===== src/rtl/bus_arbiter.sv =====
// rtl/bus_arbiter.sv - round-robin owner/sequencer for the shared snooping bus
//
// Purpose: grants the shared bus to one cache controller at a time, broadcasts
// its request as bus_msg, holds ownership until memory answers (or a timeout
// expires) for data-carrying transactions, then pulses done_out to the owner.
//
// Ports:
//   clk        clock
//   rst        asynchronous, active-high reset
//   req_in     per-requester bus request, pending while .valid
//   mem_resp   memory response, observed only
//   bus_msg    registered broadcast, .valid for one cycle per transaction
//   grant_out  one-hot grant, coincident with bus_msg.valid
//   done_out   one-hot end-of-tenure pulse to the owner
//   err_out    end-of-tenure by timeout, coincident with done_out
//   busy       high while a tenure is in progress (BCAST or WAIT)

package bus_pkg;
    localparam int NUM_CPUS = 4;
    localparam int ADDR_W   = 16;
    localparam int SRC_W    = $clog2(NUM_CPUS);

    typedef enum logic [1:0] {
        Bus_Rd   = 2'd0,
        Bus_RdX  = 2'd1,
        Bus_Upgr = 2'd2,
        Bus_Wb   = 2'd3
    } bus_tx_t;

    typedef struct packed {
        logic              valid;
        bus_tx_t           bus_tx;
        logic [ADDR_W-1:0] addr;
        logic [SRC_W-1:0]  source;
    } bus_msg_t;

    typedef struct packed {
        logic              valid;
        logic [SRC_W-1:0]  destination;
        logic [ADDR_W-1:0] addr;
    } xbar_msg_t;
endpackage

module bus_arbiter
    import bus_pkg::*;
#(
    parameter int NUM_REQ        = NUM_CPUS,
    parameter int TIMEOUT_CYCLES = 64
) (
    input  logic               clk,
    input  logic               rst,
    input  bus_msg_t           req_in [NUM_REQ],
    input  xbar_msg_t          mem_resp,
    output bus_msg_t           bus_msg,
    output logic [NUM_REQ-1:0] grant_out,
    output logic [NUM_REQ-1:0] done_out,
    output logic               err_out,
    output logic               busy
);

    localparam int IDX_W = (NUM_REQ > 1) ? $clog2(NUM_REQ) : 1;
    localparam int CNT_W = $clog2(TIMEOUT_CYCLES + 1);

    typedef enum logic [1:0] {
        IDLE  = 2'd0,
        BCAST = 2'd1,
        WAIT  = 2'd2
    } state_t;

    state_t             state;
    logic [IDX_W-1:0]   ptr;
    logic [IDX_W-1:0]   owner;
    logic [CNT_W-1:0]   cnt;

    logic               found;
    logic [IDX_W-1:0]   win;
    logic [IDX_W-1:0]   idx;
    logic [IDX_W-1:0]   ptr_next;
    logic               resp_match;
    logic               needs_data;
    int                 rr_idx;

    // Scan offsets from the far end back toward ptr so that the last hit,
    // i.e. the first valid index at or after ptr, is the one that sticks.
    always_comb begin
        found  = 1'b0;
        win    = '0;
        idx    = '0;
        rr_idx = 0;
        for (int i = NUM_REQ - 1; i >= 0; i--) begin
            rr_idx = int'(ptr) + i;
            if (rr_idx >= NUM_REQ) begin
                rr_idx = rr_idx - NUM_REQ;
            end
            idx = IDX_W'(rr_idx);
            if (req_in[idx].valid) begin
                found = 1'b1;
                win   = idx;
            end
        end
    end

    assign ptr_next   = (win == IDX_W'(NUM_REQ - 1)) ? '0 : win + 1'b1;
    assign needs_data = (bus_msg.bus_tx == Bus_Rd) || (bus_msg.bus_tx == Bus_RdX);

    // Only a response for this owner and the latched address ends the tenure.
    assign resp_match = mem_resp.valid
                     && (mem_resp.destination == SRC_W'(owner))
                     && (mem_resp.addr == bus_msg.addr);

    always_ff @(posedge clk or posedge rst) begin
        if (rst) begin
            state     <= IDLE;
            ptr       <= '0;
            owner     <= '0;
            cnt       <= '0;
            bus_msg   <= '0;
            grant_out <= '0;
            done_out  <= '0;
            err_out   <= 1'b0;
            busy      <= 1'b0;
        end else begin
            grant_out     <= '0;
            done_out      <= '0;
            err_out       <= 1'b0;
            bus_msg.valid <= 1'b0;

            case (state)
                IDLE: begin
                    if (found) begin
                        state          <= BCAST;
                        bus_msg        <= req_in[win];
                        bus_msg.valid  <= 1'b1;
                        bus_msg.source <= SRC_W'(win);
                        owner          <= win;
                        ptr            <= ptr_next;
                        grant_out      <= NUM_REQ'(1) << win;
                        busy           <= 1'b1;
                    end
                end

                BCAST: begin
                    if (needs_data) begin
                        state <= WAIT;
                        cnt   <= '0;
                    end else begin
                        state    <= IDLE;
                        done_out <= NUM_REQ'(1) << owner;
                        busy     <= 1'b0;
                    end
                end

                WAIT: begin
                    if (resp_match) begin
                        state    <= IDLE;
                        done_out <= NUM_REQ'(1) << owner;
                        busy     <= 1'b0;
                    end else if (cnt == CNT_W'(TIMEOUT_CYCLES - 1)) begin
                        state    <= IDLE;
                        done_out <= NUM_REQ'(1) << owner;
                        err_out  <= 1'b1;
                        busy     <= 1'b0;
                    end else if (cnt != '1) begin
                        cnt <= cnt + 1'b1;
                    end
                end

                default: begin
                    state <= IDLE;
                    busy  <= 1'b0;
                end
            endcase
        end
    end

endmodule


===== config.mk =====
export PLATFORM = sky130hd
export DESIGN_NAME = bus_arbiter
export DESIGN_NICKNAME = d
export VERILOG_FILES = /design/src/rtl/bus_arbiter.sv
export SDC_FILE = /design/constraint.sdc
export NUM_CORES = 1
export LEC_CHECK = 0
export BUFFER_PORTS_ARGS = -buffer_cell sky130_fd_sc_hd__buf_2
export CAP_MARGIN = 20
export CORE_MARGIN = 1.5
export CORE_UTILIZATION = 30
export CTS_CLUSTER_DIAMETER = 200
export CTS_CLUSTER_SIZE = 14
export DETAILED_ROUTE_END_ITERATION = 7
export GPL_TIMING_DRIVEN = 0
export PLACE_DENSITY = 0.6
export SYNTH_ARGS = -nofsm -noshare
export SYNTH_HDL_FRONTEND = slang
export SYNTH_SLANG_ARGS = --single-unit

===== constraint.sdc =====
create_clock -name clk -period 3.2 [get_ports clk]
set_input_delay 0.64 -clock clk [delete_from_list [all_inputs] [get_ports clk]]
set_output_delay 0.64 -clock clk [all_outputs]
set_load 0.005 [all_outputs]

==> results of run 1 <==
[synthesized netlist by cell type (all sizes together), types with 2 or more instances]
cell type | n | area, µm²
nand2 | 36 | 148
mux2i | 39 | 390
o221ai | 21 | 184
xnor2 | 10 | 87.6
buf | 11 | 71.3
nand4 | 2 | 12.5
nor3b | 3 | 22.5
xor2 | 8 | 70.1
a21boi | 2 | 15.0
nor2 | 4 | 15.0
and3 | 5 | 31.3
nor3 | 3 | 20.0
or4 | 3 | 25.0
o31ai | 4 | 30.0
o21ai | 4 | 20.0
nor4 | 3 | 33.8
or2 | 2 | 12.5
a21oi | 3 | 15.0
nand3 | 5 | 25.0
dfrtp | 42 | 1050
inv | 10 | 37.5
nand2b | 6 | 37.5
ha | 8 | 100
[worst paths after layout]
path / startpoint / depth (start not counted) / end
max in group asynchronous: rst / 3 / state[0]$_DFFE_PP0P_
hold / removal: rst / 2 / bus_msg[12]$_DFFE_PP0P_
setup / recovery: req_in[62] / 8 / bus_msg[16]$_DFFE_PP0P_
setup reg to reg: owner[0]$_DFFE_PP0P_ / 6 / busy$_DFFE_PP0P_
min in group clk: bus_msg[18]$_DFFE_PP0P_ / 2 / bus_msg[18]$_DFFE_PP0P_
hold reg to reg: bus_msg[18]$_DFFE_PP0P_ / 2 / bus_msg[18]$_DFFE_PP0P_
[registers in the layout, indices dropped and copies added, names as in the netlist]
| signal | count |
|---|---|
| ptr | 2 |
| owner | 2 |
| err_out | 1 |
| state | 2 |
| cnt | 7 |
| bus_msg | 19 |
| done_out | 4 |
| busy | 1 |
| grant_out | 4 |
[final cells by class]
class | instances | area (µm²) | share of cell area [%]
clock buffers | 5 | 68.8 | 2.00
flip-flops and latches | 42 | 1050 | 30.5
plain buffers | 11 | 71.3 | 2.07
inverters | 10 | 37.5 | 1.09
well taps | 105 | 131 | 3.81
multi-input cells | 181 | 1390 | 40.3
repair buffers | 128 | 656 | 19.0
clock inverters | 3 | 40.0 | 1.16
[metrics by stage]
| step | hold slack, ps | instance area, µm² | total power (µW) | util (%) | cells |
|---|---|---|---|---|---|
| global placement | 467 | 3320 | 2240 | 40.4 | 476 |
| floorplan | 445 | 2550 | 1770 | - | 244 |
| detailed placement | 466 | 3340 | 2260 | 40.6 | 477 |
| CTS | 310 | 3440 | 2690 | 41.9 | 485 |
| global route | 317 | 3440 | 2870 | 41.9 | 485 |
| finish | 303 | 3440 | 2650 | 41.9 | 485 |
[power by group through the flow]
stage / Combinational [µW] / Sequential [µW] / Clock [µW]
3_3_place_gp: 1350 / 891 / 0
6_report: 1350 / 883 / 420
4_1_cts: 1370 / 885 / 429
2_1_floorplan: 889 / 881 / 0
5_1_grt: 1500 / 912 / 454
3_5_place_dp: 1370 / 893 / 0
[per-layer routing]
layer  vias up  track usage (%)  wire [µm]
li1       1167                -          -
met1      1099             21.6       3150
met2        78             28.4       3610
met3         2             3.83        404
met4         0             2.99         28
met5         -                0          0
[placed cells by master (no fill, tap or decap), types with 5 or more instances in the layout]
| master | n |
|---|---|
| dfrtp_1 | 42 |
| xor2_1 | 8 |
| o221ai_1 | 21 |
| inv_1 | 8 |
| clkbuf_8 | 5 |
| xnor2_1 | 10 |
| nand2b_1 | 6 |
| buf_2 | 133 |
| mux2i_1 | 39 |
| and3_1 | 5 |
| nand3_1 | 5 |
| ha_1 | 8 |
| nand2_1 | 33 |
[logic make-up after synthesis]
family	after synthesis	synth area share [%]
flip-flops	42	41.2
AND/OR/NAND/NOR	74	15.5
multiplexers	39	15.3
XOR/XNOR	18	6.19
AO/OA/AOI/OAI	42	13.6
buffers and inverters	21	4.27
adder cells (fa/ha/maj)	8	3.93
[worst max-delay path: stages]
cell,delay (ps)
buf_2,120
or4_1,530
buf_2,190
nand2_4,140
inv_2,80
nand2_2,220
buf_4,250
o221ai_1,120
==> results.py, run 1 <==
metrics = {
    "yosys": {
        "async_reset_ff_share_pct": 100,
        "synth_nets": 357,
        "syn-instance-count": 244,
        "syn-cell-area_um2": 2550,
        "synth-main-ff-cell": "dfrtp_1",
        "yosys_warnings": 0,
        "avgSynthCellArea_um2": 10.4,
        "yosysUniqueCellTypes": 42,
        "yosys_register_bits": 42,
        "synth_edf_count": 0,
        "ys_seq_area_share_pct": 41.2,
    },
    "detailed_routing": {
        "drc_errors": 0,
        "dr.pass1.iters": 6,
        "drtIter0Drc": 80,
        "wl_per_cell_um": 14.8,
        "vias_per_cell": 4.84,
        "vias": 2346,
        "wl_um": 7200,
        "ant_nets": 0,
    },
    "power": {
        "p_sw_share_pct": 40.9,
        "pwr-share-clk_pct": 15.8,
        "leakagePower_uw": 0.00180,
        "vdd_drop_max_v": 0.000311,
        "power_frac_seq_pct": 33.3,
        "power-per-cell-area_nw_per_um2": 770,
        "power_switching_uw": 1090,
        "combPwrFrac_pct": 50.9,
        "p_int_uw": 1570,
    },
    "grt": {
        "grt_max_degree": 30,
        "globalRouteTotalUtil_pct": 16.7,
        "grt_pass1_wl_um": 11500,
        "antenna_found_initial": 0,
        "gr-total-overflow": 0,
        "grt_pass1_vias": 2308,
    },
    "layout": {
        "drive_above_1_share_pct": 41.8,
        "num-nets-final": 492,
        "fillers": 831,
        "area_growth_pct": 35.1,
        "insertedDiodeCount": 0,
    },
    "sta": {
        "layout_min_cycle_time_ps": 2120,
        "max_freq_ghz": 0.471,
        "skew_ps": 7.74,
        "post-route-period-util_pct": 66.4,
        "hold_viol": 0,
        "fin_ws_ps": 1080,
        "grt_setup_unrepaired": "false",
        "setup_viol": 0,
        "relSlewSlack_pct": 71.4,
        "setup_tns_ps": 0,
        "finalMaxSlewViolations": 0,
        "tightest_slew_ps": 426,
    },
    "clocking": {
        "cts_tree": "done",
        "clk_latency_ps": 290,
        "cts_hold_buffers": 0,
        "cts.reportedPaths.clkPinSlew_ps": 90,
        "clkSinkCount": 42,
        "postCtsSetupBuffers": 0,
        "numCtsBuffers": 5,
        "cts.repair.resized": 0,
        "clock-root-buffer": "clkbuf_8",
        "htreeDepth": 2,
        "clock_path_buffers": 2,
    },
    "placed_design": {
        "port_buffers": 127,
        "gp_congestion": 0.760,
        "dp_slack_ps": 725,
        "dp_hpwl_um": 5550,
    },
    "setup_path": {
        "arrival_ps": 2290,
        "path_class": "in -> reg",
        "rrSetupSlack_ps": 1080,
        "cp_max_fo": 10,
        "critPathCaptureType": "register",
        "worstPathRequired_ps": 3370,
        "critical_path.startpoint_type": "primary input",
    },
    "floorplanning": {
        "core_um2": 8220,
        "num_io_pins": 136,
        "rows": 33,
        "initial_core_util_pct": 31.0,
        "chipHeight_um": 95.2,
        "die_w_um": 95.2,
        "dieArea_um2": 9060,
    },
    "job": {
        "cap_violations": 0,
    },
    "min_path": {
        "hp-class": "in -> async",
    },
    "outcome": {
        "status": "finished, final reports clean",
    },
}
(Power assumes the default switching activity.)
==> run 2: changes to the inputs <==
--- a/config.mk
+++ b/config.mk
@@ -13,7 +13,7 @@
 export CTS_CLUSTER_SIZE = 14
 export DETAILED_ROUTE_END_ITERATION = 7
 export GPL_TIMING_DRIVEN = 0
-export PLACE_DENSITY = 0.6
+export PLACE_DENSITY = 0.62
 export SYNTH_ARGS = -nofsm -noshare
 export SYNTH_HDL_FRONTEND = slang
 export SYNTH_SLANG_ARGS = --single-unit
==> constraint.sdc (replaced) <==
create_clock -name clk -period 1.8 [get_ports clk]
set_input_delay 0.36 -clock clk [delete_from_list [all_inputs] [get_ports clk]]
set_output_delay 0.36 -clock clk [all_outputs]
set_load 0.005 [all_outputs]
==> results.py, run 2 (synthesized netlist as in run 1, its figures left out) <==
metrics = {
    "clocking": {
        "clock-root-buffer": "clkbuf_8",
        "numCtsBuffers": 5,
        "clkSinkCount": 42,
        "htreeDepth": 2,
        "clock_path_buffers": 2,
        "cts.reportedPaths.clkPinSlew_ps": 90,
        "clk_latency_ps": 300,
        "cts_tree": "done",
    },
    "setup_path": {
        "rrSetupSlack_ps": -110,
        "crit_slowest_cell": "dfrtp_1",
        "worstPathRequired_ps": 1990,
        "r2r_cells": 8,
        "critPathCaptureType": "register",
        "critical-path-top-delay-family": "simple AND/OR/NAND/NOR gates",
        "path_buf_inv": 2,
        "arrival_ps": 2100,
        "crit_cells": 8,
        "cp_max_fo": 6,
        "cp_cell_sequence": "xor2_1, nor4_1, nand2_1, nor4_4, buf_4, buf_6, nor2_2, o32a_1",
        "critical_path.startpoint_type": "register",
        "path_class": "reg -> reg",
        "r2r_start": "bus_msg[16]$_DFFE_PP0P_",
        "max_stage_delay_ps": 400,
        "r2r-end": "busy$_DFFE_PP0P_",
    },
    "power": {
        "p_int_uw": 3330,
        "leakagePower_uw": 0.00199,
        "combPwrFrac_pct": 58.3,
        "pwr-share-clk_pct": 13.6,
        "power-per-cell-area_nw_per_um2": 1420,
        "power_switching_uw": 2280,
        "power_frac_seq_pct": 28.1,
        "vdd_drop_max_v": 0.000632,
        "p_total_uw": 5610,
        "p_sw_share_pct": 40.7,
    },
    "sta": {
        "tightest_slew_ps": 357,
        "layout_min_cycle_time_ps": 1910,
        "post-route-period-util_pct": 106,
        "relSlewSlack_pct": 76.1,
        "setup_viol": 30,
        "fin_ws_ps": -108,
        "hold_viol": 0,
        "max_freq_ghz": 0.524,
        "grt_setup_unrepaired": "true",
        "setup_tns_ps": -1150,
        "skew_ps": 8.30,
        "finalMaxSlewViolations": 0,
    },
    "placed_design": {
        "dpl-instance-area_um2": 3340,
        "port_buffers": 127,
        "placed_cells": 477,
        "gp_congestion": 0.780,
        "dp_hpwl_um": 5620,
        "dp_slack_ps": -374,
    },
    "outcome": {
        "violations": "negative setup slack",
        "status": "finished, violations left",
    },
    "layout": {
        "num-nets-final": 517,
        "finalNonFillerCells": 510,
        "stdcell_area_um2": 3950,
        "mostFrequentLayoutCell": "buf_2",
        "drive_above_1_share_pct": 52.3,
        "fillers": 769,
        "largest_reg_flops": 19,
        "area_growth_pct": 55.1,
        "insertedDiodeCount": 0,
        "reg.largest.list": "bus_msg: 19 flops, cnt: 7 flops",
        "largest_register": "bus_msg",
        "final_cell_mix": "buf_2, dfrtp_1, mux2i_1, nand2_1, o221ai_1",
    },
    "floorplanning": {
        "chipHeight_um": 95.2,
        "rows": 33,
        "core_um2": 8220,
        "dieArea_um2": 9060,
        "initial_core_util_pct": 31.0,
        "die_w_um": 95.2,
        "num_io_pins": 136,
    },
    "grt": {
        "grt_max_degree": 43,
        "grt_pass1_wl_um": 11900,
        "gr-total-overflow": 0,
        "antenna_found_initial": 0,
        "globalRouteTotalUtil_pct": 17.6,
        "grt_pass1_vias": 2385,
    },
    "min_path": {
        "hp-class": "in -> async",
    },
    "detailed_routing": {
        "drc_errors": 0,
        "vias": 2474,
        "wl_um": 8110,
        "vias_per_cell": 4.85,
        "ant_nets": 0,
        "drtIter0Drc": 116,
        "wl_per_cell_um": 15.9,
        "dr.pass1.iters": 6,
    },
    "job": {
        "cap_violations": 0,
    },
}
run 2: changes by cell type in the layout (fill, tap and decap cells not counted), sizes merged:
cell / delta
clkbuf: +2
buf: +23
run 2: worst max-delay path by stage:
stage	from	end	slack, ps
floorplan	bus_msg[4]$_DFFE_PP0P_	busy$_DFFE_PP0P_	40
detailed placement	owner[0]$_DFFE_PP0P_	busy$_DFFE_PP0P_	-370
finish	bus_msg[16]$_DFFE_PP0P_	busy$_DFFE_PP0P_	-110
global placement	owner[0]$_DFFE_PP0P_	busy$_DFFE_PP0P_	-410
CTS	bus_msg[5]$_DFFE_PP0P_	busy$_DFFE_PP0P_	-200
global route	bus_msg[16]$_DFFE_PP0P_	busy$_DFFE_PP0P_	-180
run 2: layout make-up:
| type | count | area, µm² | share of cell area [%] |
|---|---|---|---|
| Tap cell | 105 | 131 | 3.32 |
| Clock inverter | 3 | 40.0 | 1.01 |
| Timing Repair Buffer | 153 | 935 | 23.6 |
| Buffer | 11 | 123 | 3.10 |
| Sequential cell | 42 | 1050 | 26.6 |
| Inverter | 10 | 42.5 | 1.08 |
| Clock buffer | 5 | 68.8 | 1.74 |
| Multi-Input combinational cell | 181 | 1560 | 39.5 |
run 2: layer usage:
metal  track usage (%)  wire length (µm)
met3              3.83               498
met5                 0                 0
met1              22.4              3560
met2              29.8              3940
met4              4.85               112
run 2: power groups by stage:
stage	logic (µW)	registers [µW]	clock network [µW]
4_1_cts	2690	1570	777
3_3_place_gp	2380	1610	0
2_1_floorplan	1580	1570	0
3_5_place_dp	2440	1600	0
5_1_grt	3560	1630	816
6_report	3270	1580	763
run 2: worst register-to-register path, cell delays in order, from the launching register on:
cell,delay (ps)
dfrtp_1,400
xor2_1,150
nor4_1,320
nand2_1,160
nor4_4,140
buf_4,180
buf_6,130
nor2_2,50
o32a_1,280
run 2: timing repair:
| item | CTS | global route |
|---|---|---|
| pin swaps | 16 | 12 |
| hold buffers | 0 | 0 |
| cloned | 0 | 3 |
| buffers inserted | 13 | 9 |
| resized for setup | 21 | 47 |
| setup endpoints to repair | 38 | 35 |
run 2: through the flow:
stage          util (%)  hold slack, ps
5_1_grt            48.1            97.8
4_1_cts            44.1            82.4
3_3_place_gp       40.4             466
3_5_place_dp       40.6             413
2_1_floorplan         -             445
6_report           48.1            70.8
